<file path="src/rtl/chroma_key_pipe.sv">
// chroma_key_pipe: 3-stage registered chroma keyer with frame-synchronous
// configuration shadowing and a per-frame keyed-pixel counter.
module chroma_key_pipe #(
  parameter int          DW         = 8,
  parameter int          PASS_W     = 24,
  parameter int          CNT_W      = 20,
  parameter int unsigned THRESH_DEF = 82906
) (
  input  logic              clk,
  input  logic              rst_n,
  input  logic              in_valid,
  input  logic [DW-1:0]     in_r,
  input  logic [DW-1:0]     in_g,
  input  logic [DW-1:0]     in_b,
  input  logic              frame_start,
  input  logic [PASS_W-1:0] pass_in,
  input  logic              cfg_en,
  input  logic              cfg_sel,
  input  logic [1:0]        cfg_mode,
  input  logic [3*DW-1:0]   cfg_thresh,
  input  logic [DW-1:0]     cfg_bg_r,
  input  logic [DW-1:0]     cfg_bg_g,
  input  logic [DW-1:0]     cfg_bg_b,
  output logic              out_valid,
  output logic [DW-1:0]     out_r,
  output logic [DW-1:0]     out_g,
  output logic [DW-1:0]     out_b,
  output logic              key_hit,
  output logic [PASS_W-1:0] pass_thru,
  output logic [CNT_W-1:0]  key_count_last,
  output logic              count_valid
);

  localparam int MW = 3 * DW;
  localparam logic [MW-1:0] THRESH_INIT = MW'(THRESH_DEF);

  logic          r_sh_en, r_sh_sel;
  logic [1:0]    r_sh_mode;
  logic [MW-1:0] r_sh_thresh;
  logic [DW-1:0] r_sh_bg_r, r_sh_bg_g, r_sh_bg_b;

  always_ff @(posedge clk or negedge rst_n) begin
    if (!rst_n) begin
      r_sh_en     <= 1'b0;
      r_sh_sel    <= 1'b0;
      r_sh_mode   <= 2'd0;
      r_sh_thresh <= THRESH_INIT;
      r_sh_bg_r   <= '0;
      r_sh_bg_g   <= '0;
      r_sh_bg_b   <= '0;
    end else if (frame_start) begin
      r_sh_en     <= cfg_en;
      r_sh_sel    <= cfg_sel;
      r_sh_mode   <= cfg_mode;
      r_sh_thresh <= cfg_thresh;
      r_sh_bg_r   <= cfg_bg_r;
      r_sh_bg_g   <= cfg_bg_g;
      r_sh_bg_b   <= cfg_bg_b;
    end
  end

  // The frame_start pixel must already see the new config, so bypass the shadow.
  logic          w_en, w_sel;
  logic [1:0]    w_mode;
  logic [MW-1:0] w_thresh;
  logic [DW-1:0] w_bg_r, w_bg_g, w_bg_b;
  logic [DW-1:0] w_d, w_a, w_c, w_da, w_dc;
  logic          w_dom;

  always_comb begin
    w_en     = frame_start ? cfg_en     : r_sh_en;
    w_sel    = frame_start ? cfg_sel    : r_sh_sel;
    w_mode   = frame_start ? cfg_mode   : r_sh_mode;
    w_thresh = frame_start ? cfg_thresh : r_sh_thresh;
    w_bg_r   = frame_start ? cfg_bg_r   : r_sh_bg_r;
    w_bg_g   = frame_start ? cfg_bg_g   : r_sh_bg_g;
    w_bg_b   = frame_start ? cfg_bg_b   : r_sh_bg_b;
    w_d      = w_sel ? in_b : in_g;
    w_a      = in_r;
    w_c      = w_sel ? in_g : in_b;
    w_dom    = (w_d > w_a) && (w_d > w_c);
    w_da     = w_d - w_a;
    w_dc     = w_d - w_c;
  end

  logic              r1_valid, r1_fs, r1_dom, r1_en;
  logic [PASS_W-1:0] r1_pass;
  logic [DW-1:0]     r1_r, r1_g, r1_b, r1_d, r1_da, r1_dc;
  logic [1:0]        r1_mode;
  logic [MW-1:0]     r1_thresh;
  logic [DW-1:0]     r1_bg_r, r1_bg_g, r1_bg_b;

  always_ff @(posedge clk or negedge rst_n) begin
    if (!rst_n) begin
      r1_valid  <= 1'b0;
      r1_fs     <= 1'b0;
      r1_dom    <= 1'b0;
      r1_en     <= 1'b0;
      r1_pass   <= '0;
      r1_r      <= '0;
      r1_g      <= '0;
      r1_b      <= '0;
      r1_d      <= '0;
      r1_da     <= '0;
      r1_dc     <= '0;
      r1_mode   <= 2'd0;
      r1_thresh <= '0;
      r1_bg_r   <= '0;
      r1_bg_g   <= '0;
      r1_bg_b   <= '0;
    end else begin
      r1_valid  <= in_valid;
      r1_fs     <= frame_start;
      r1_dom    <= w_dom;
      r1_en     <= w_en;
      r1_pass   <= pass_in;
      r1_r      <= in_r;
      r1_g      <= in_g;
      r1_b      <= in_b;
      r1_d      <= w_d;
      r1_da     <= w_da;
      r1_dc     <= w_dc;
      r1_mode   <= w_mode;
      r1_thresh <= w_thresh;
      r1_bg_r   <= w_bg_r;
      r1_bg_g   <= w_bg_g;
      r1_bg_b   <= w_bg_b;
    end
  end

  logic              r2_valid, r2_fs, r2_dom, r2_en;
  logic [PASS_W-1:0] r2_pass;
  logic [DW-1:0]     r2_r, r2_g, r2_b, r2_dc;
  logic [2*DW-1:0]   r2_prod;
  logic [1:0]        r2_mode;
  logic [MW-1:0]     r2_thresh;
  logic [DW-1:0]     r2_bg_r, r2_bg_g, r2_bg_b;

  always_ff @(posedge clk or negedge rst_n) begin
    if (!rst_n) begin
      r2_valid  <= 1'b0;
      r2_fs     <= 1'b0;
      r2_dom    <= 1'b0;
      r2_en     <= 1'b0;
      r2_pass   <= '0;
      r2_r      <= '0;
      r2_g      <= '0;
      r2_b      <= '0;
      r2_dc     <= '0;
      r2_prod   <= '0;
      r2_mode   <= 2'd0;
      r2_thresh <= '0;
      r2_bg_r   <= '0;
      r2_bg_g   <= '0;
      r2_bg_b   <= '0;
    end else begin
      r2_valid  <= r1_valid;
      r2_fs     <= r1_fs;
      r2_dom    <= r1_dom;
      r2_en     <= r1_en;
      r2_pass   <= r1_pass;
      r2_r      <= r1_r;
      r2_g      <= r1_g;
      r2_b      <= r1_b;
      r2_dc     <= r1_dc;
      r2_prod   <= {{DW{1'b0}}, r1_d} * {{DW{1'b0}}, r1_da};
      r2_mode   <= r1_mode;
      r2_thresh <= r1_thresh;
      r2_bg_r   <= r1_bg_r;
      r2_bg_g   <= r1_bg_g;
      r2_bg_b   <= r1_bg_b;
    end
  end

  logic [MW-1:0] w_metric;
  logic          w_hit;
  logic [DW-1:0] w_fill_r, w_fill_g, w_fill_b;

  always_comb begin
    w_metric = r2_dom ? ({{DW{1'b0}}, r2_prod} * {{2*DW{1'b0}}, r2_dc}) : '0;
    w_hit    = r2_valid & r2_en & (w_metric > r2_thresh);
    w_fill_r = '0;
    w_fill_g = '0;
    w_fill_b = '0;
    case (r2_mode)
      2'd1: begin
        w_fill_r = r2_bg_r;
        w_fill_g = r2_bg_g;
        w_fill_b = r2_bg_b;
      end
      2'd2: begin
        w_fill_r = '1;
        w_fill_b = '1;
      end
      default: ;
    endcase
  end

  always_ff @(posedge clk or negedge rst_n) begin
    if (!rst_n) begin
      out_valid <= 1'b0;
      key_hit   <= 1'b0;
      out_r     <= '0;
      out_g     <= '0;
      out_b     <= '0;
      pass_thru <= '0;
    end else begin
      out_valid <= r2_valid;
      key_hit   <= w_hit;
      out_r     <= w_hit ? w_fill_r : r2_r;
      out_g     <= w_hit ? w_fill_g : r2_g;
      out_b     <= w_hit ? w_fill_b : r2_b;
      pass_thru <= r2_pass;
    end
  end

  // Counter tracks the hit being registered this edge, so it stays in step with the outputs.
  logic [CNT_W-1:0] r_key_count;

  always_ff @(posedge clk or negedge rst_n) begin
    if (!rst_n) begin
      r_key_count    <= '0;
      key_count_last <= '0;
      count_valid    <= 1'b0;
    end else if (r2_fs) begin
      key_count_last <= r_key_count;
      r_key_count    <= {{(CNT_W-1){1'b0}}, w_hit};
      count_valid    <= 1'b1;
    end else begin
      count_valid <= 1'b0;
      if (w_hit && !(&r_key_count))
        r_key_count <= r_key_count + 1'b1;
    end
  end

endmodule

</file>
<file path="config.mk">
export PLATFORM = sky130hd
export DESIGN_NAME = chroma_key_pipe
export DESIGN_NICKNAME = d
export VERILOG_FILES = /design/src/rtl/chroma_key_pipe.sv
export SDC_FILE = /design/constraint.sdc
export NUM_CORES = 1
export LEC_CHECK = 0
export BUFFER_PORTS_ARGS = -buffer_cell sky130_fd_sc_hd__buf_2
export CELL_PAD_IN_SITES_DETAIL_PLACEMENT = 1
export CELL_PAD_IN_SITES_GLOBAL_PLACEMENT = 1
export CORE_MARGIN = 2
export CORE_UTILIZATION = 48
export CTS_CLUSTER_DIAMETER = 200
export DETAILED_ROUTE_END_ITERATION = 16
export GPL_TIMING_DRIVEN = 0
export MAX_ROUTING_LAYER = met4
export PLACE_DENSITY = 0.78
export SYNTH_ARGS = -nofsm -noshare
export SYNTH_HDL_FRONTEND = slang
export SYNTH_SLANG_ARGS = --single-unit
</file>
<file path="constraint.sdc">
create_clock -name clk -period 8.8 [get_ports clk]
set_input_delay 0 -clock clk [delete_from_list [all_inputs] [get_ports clk]]
set_output_delay 0 -clock clk [all_outputs]
set_load 0.005 [all_outputs]
</file>
==> results.toml <==
[status]
status = "finished, final reports clean"

[synth]
synth-compound-area-share_pct = 6.97
synth.top_cell.area_share_pct = 46.4
synth_adder_area_share_pct = 21.0
netlist_area_um2 = 18600
yosys-top-cells-area = "sky130_fd_sc_hd__dfrtp_1 (46%), sky130_fd_sc_hd__fa_1 (13%), sky130_fd_sc_hd__ha_1 (7.8%)"
ys_seq_area_share_pct = 47.6
post_synth.cell_area_avg_um2 = 11.6
synthTopCellsByCount = "sky130_fd_sc_hd__dfrtp_1 (344), sky130_fd_sc_hd__inv_1 (197), sky130_fd_sc_hd__and2_1 (141), sky130_fd_sc_hd__nand2_1 (141), sky130_fd_sc_hd__fa_1 (121)"
synth.net_count = 1938
synth_async_sr_flop_share_pct = 100
dominantRegCellSynth = "sky130_fd_sc_hd__dfrtp_1"
synth-simple-area-share_pct = 12.3
synth_edf_count = 0
synth_top_family_by_area = "adder cells"
seq_cells_post_synth = 353
synth_cells = 1597
synth.lib_cells_used.distinct = 66
yosys_warn_count = 0
muxShareOfSynthArea_pct = 4.95
synthXorXnorAreaFrac_pct = 2.12
yosysTopAreaCell = "sky130_fd_sc_hd__dfrtp_1"
synthMostInstantiatedCell = "sky130_fd_sc_hd__dfrtp_1"

[routing]
wirelength_mm = 55.5
drt_pass1_iterations = 7
via_per_inst = 5.41
ant_nets = 0
detail_route.iter0.violations = 727
drc = 0
avgRoutedWirePerCell_um = 22.5
dr_total_vias = 13338

[final_layout]
post_route_cells_drive_above_1_share_pct = 18.1
area_of_combinational_cells_with_multiple_inputs_um2 = 8800
n_fill_cell = 4047
ff_latch_area_um2 = 8840
design.final.nets = 2256
area_delta_synth_final_pct = 21.0

[die]
fp.coreArea_um2 = 38400
floorplan.die_area_um2 = 40300
initial_core_util_pct = 48.4
vert_die_dim_um = 201
num_rows = 72
die_width_um = 201
io_pins = 175

[critical_path]
slowest_delay_ns = 0.56
worst-setup-path-type = "flip-flop to flip-flop"
minimum_setup_slack_among_reg_to_reg_paths_ns = 0.83
r2r-start = "r2_dc[7]"
cpMaxStageDelayCell = "sky130_fd_sc_hd__fa_1"
critPathLaunch = "r2_dc[7]"
critical_path.endpoint_type = "flip-flop"
cp.required_ns = 9.19
start_kind = "flip-flop"
crit_path_frequent_cell = "sky130_fd_sc_hd__fa_1"
worst-endpoint-arrival_ns = 8.36
timing.critical_path.fanout_max = 10

[timing]
unrepaired_setup_endpoints_after_global_routing = "no"
drv_slew = 0
max_freq_ghz = 0.125
finalCritPeriodShare_pct = 90.6
fin_setup_tns_ns = 0
period_minus_slack_ns = 7.97
post-route-worst-setup-slack_ns = 0.830
timing.final.hold_violations = 0
clock-skew-final_ns = 0.0280
worst-slew-pin-transition_ns = 0.775
worst_slew_margin_rel_pct = 47.0
timing.final.setup_violations = 0

[grt]
globalRouteOverflowTotal = 0
antenna_violations_before_repair = 3
grt_usage_pct = 29.4
grt_pass1_vias = 15440
grt_pass1_wl_mm = 87.8
maximum_number_of_pins_on_one_net_before_global_route_repair = 130

[clocking]
h-tree-depth = 2
clock_tree.buffer_depth = 3
cts-resized-gates = 0
clk-insertion-delay-late_ns = 0.57
cts.repair_timing.setup_buffer_count = 0
cts_hold_buffers = 102
cts_made_buffers = 37
tritoncts_clock_tree = "done"
cts.sinks = 353
clk_transition_reported_paths_ns = 0.07
cts_root_buf = "sky130_fd_sc_hd__clkbuf_16"

[placement]
place_congestion = 0.880
placement.io_buffers = 174
dpl.hpwl_mm = 35.2
worst_setup_timing_slack_at_the_placement_stage_ns = 1.24

[run]
max-cap-violations = 0

[min_path]
hp-class = "input pin to async pin"
[per-layer routing]
metal	vias to the layer above	share of wire (%)	global-route usage (%)
met5	-	0	-
met4	0	5.7	15.1
met3	200	4.9	5.63
met2	408	52	51.0
met1	6887	37	32.2
li1	5843	-	-
[worst max-delay path, delay by kind of cell, from the launching register on]
| kind | cells | cell delay [ns] |
|---|---|---|
| compound gates | 8 | 2.40 |
| xor+xnor | 1 | 0.20 |
| fa+ha+maj | 6 | 2.84 |
| buf+inv | 6 | 1.11 |
| flops | 1 | 0.47 |
| simple gates | 5 | 0.79 |
[stage by stage]
step	hold slack, ns	util, %	cells	instance area [µm²]
after floorplan	-0.296	-	1597	18600
after global placement	0.108	52.3	2289	20100
after detailed placement	-0.00624	52.6	2292	20200
after CTS	0.00159	58.5	2461	22500
after global routing	0.0566	58.6	2464	22500
final	0.00909	58.6	2464	22500
[cell type report]
class / instances / area share, %
multi-input combinational: 1004 / 39.2
buffer: 42 / 0.791
timing repair buffer: 279 / 8.83
clock inverter: 17 / 0.896
tap: 518 / 2.88
sequential: 353 / 39.4
clock buffer: 50 / 4.74
antenna: 3 / 0.0334
inverter: 198 / 3.31
[registers in the layout, indices dropped and copies added (netlist names), 9 cells and up]
name,flops
key_count_last,20
pass_thru,24
r1_pass,24
r1_thresh,24
r2_pass,24
r2_prod,16
r2_thresh,24
r_key_count,20
r_sh_thresh,9
[cells in the final DEF (no fill, tap or decap), drive strengths merged, types with 9 or more instances in the layout]
master,n
a21o,18
fa,121
o31ai,21
xor2,16
dfstp,9
nand2,141
nor2,49
nand2b,10
xnor2,29
buf,190
a21oi,69
nand3,13
nor3,14
o21ai,39
and2,141
nor2b,20
or3,13
inv,200
clkinv,11
nand4,15
mux2,76
dlygate4sd3,102
clkbuf,79
ha,116
dfrtp,344
[kinds of logic (layout without fill, tap and decap cells)]
| group | after synthesis | in the layout |
|---|---|---|
| and+or+nand+nor | 437 | 437 |
| DFF | 353 | 353 |
| adders and majority gates | 240 | 240 |
| muxes | 81 | 81 |
| AOI/OAI and AO/OA | 201 | 201 |
| xor gates and xnor gates | 45 | 45 |
| buffers and inverters | 240 | 586 |
| other | 0 | 3 |
[path summary, 6_finish.rpt]
check	cells past startpoint	end
setup / recovery	26	out_r[5]
hold / removal	2	pass_thru[15]
setup reg to reg	26	out_r[5]
hold reg to reg	0	r2_r[0]
max in group asynchronous	4	r2_prod[3]
min in group clk	5	r1_d[5]
Power is left out: the tool's default activity adds up to more than one toggle a clock period on the data nets, which glitch-free logic cannot reach.
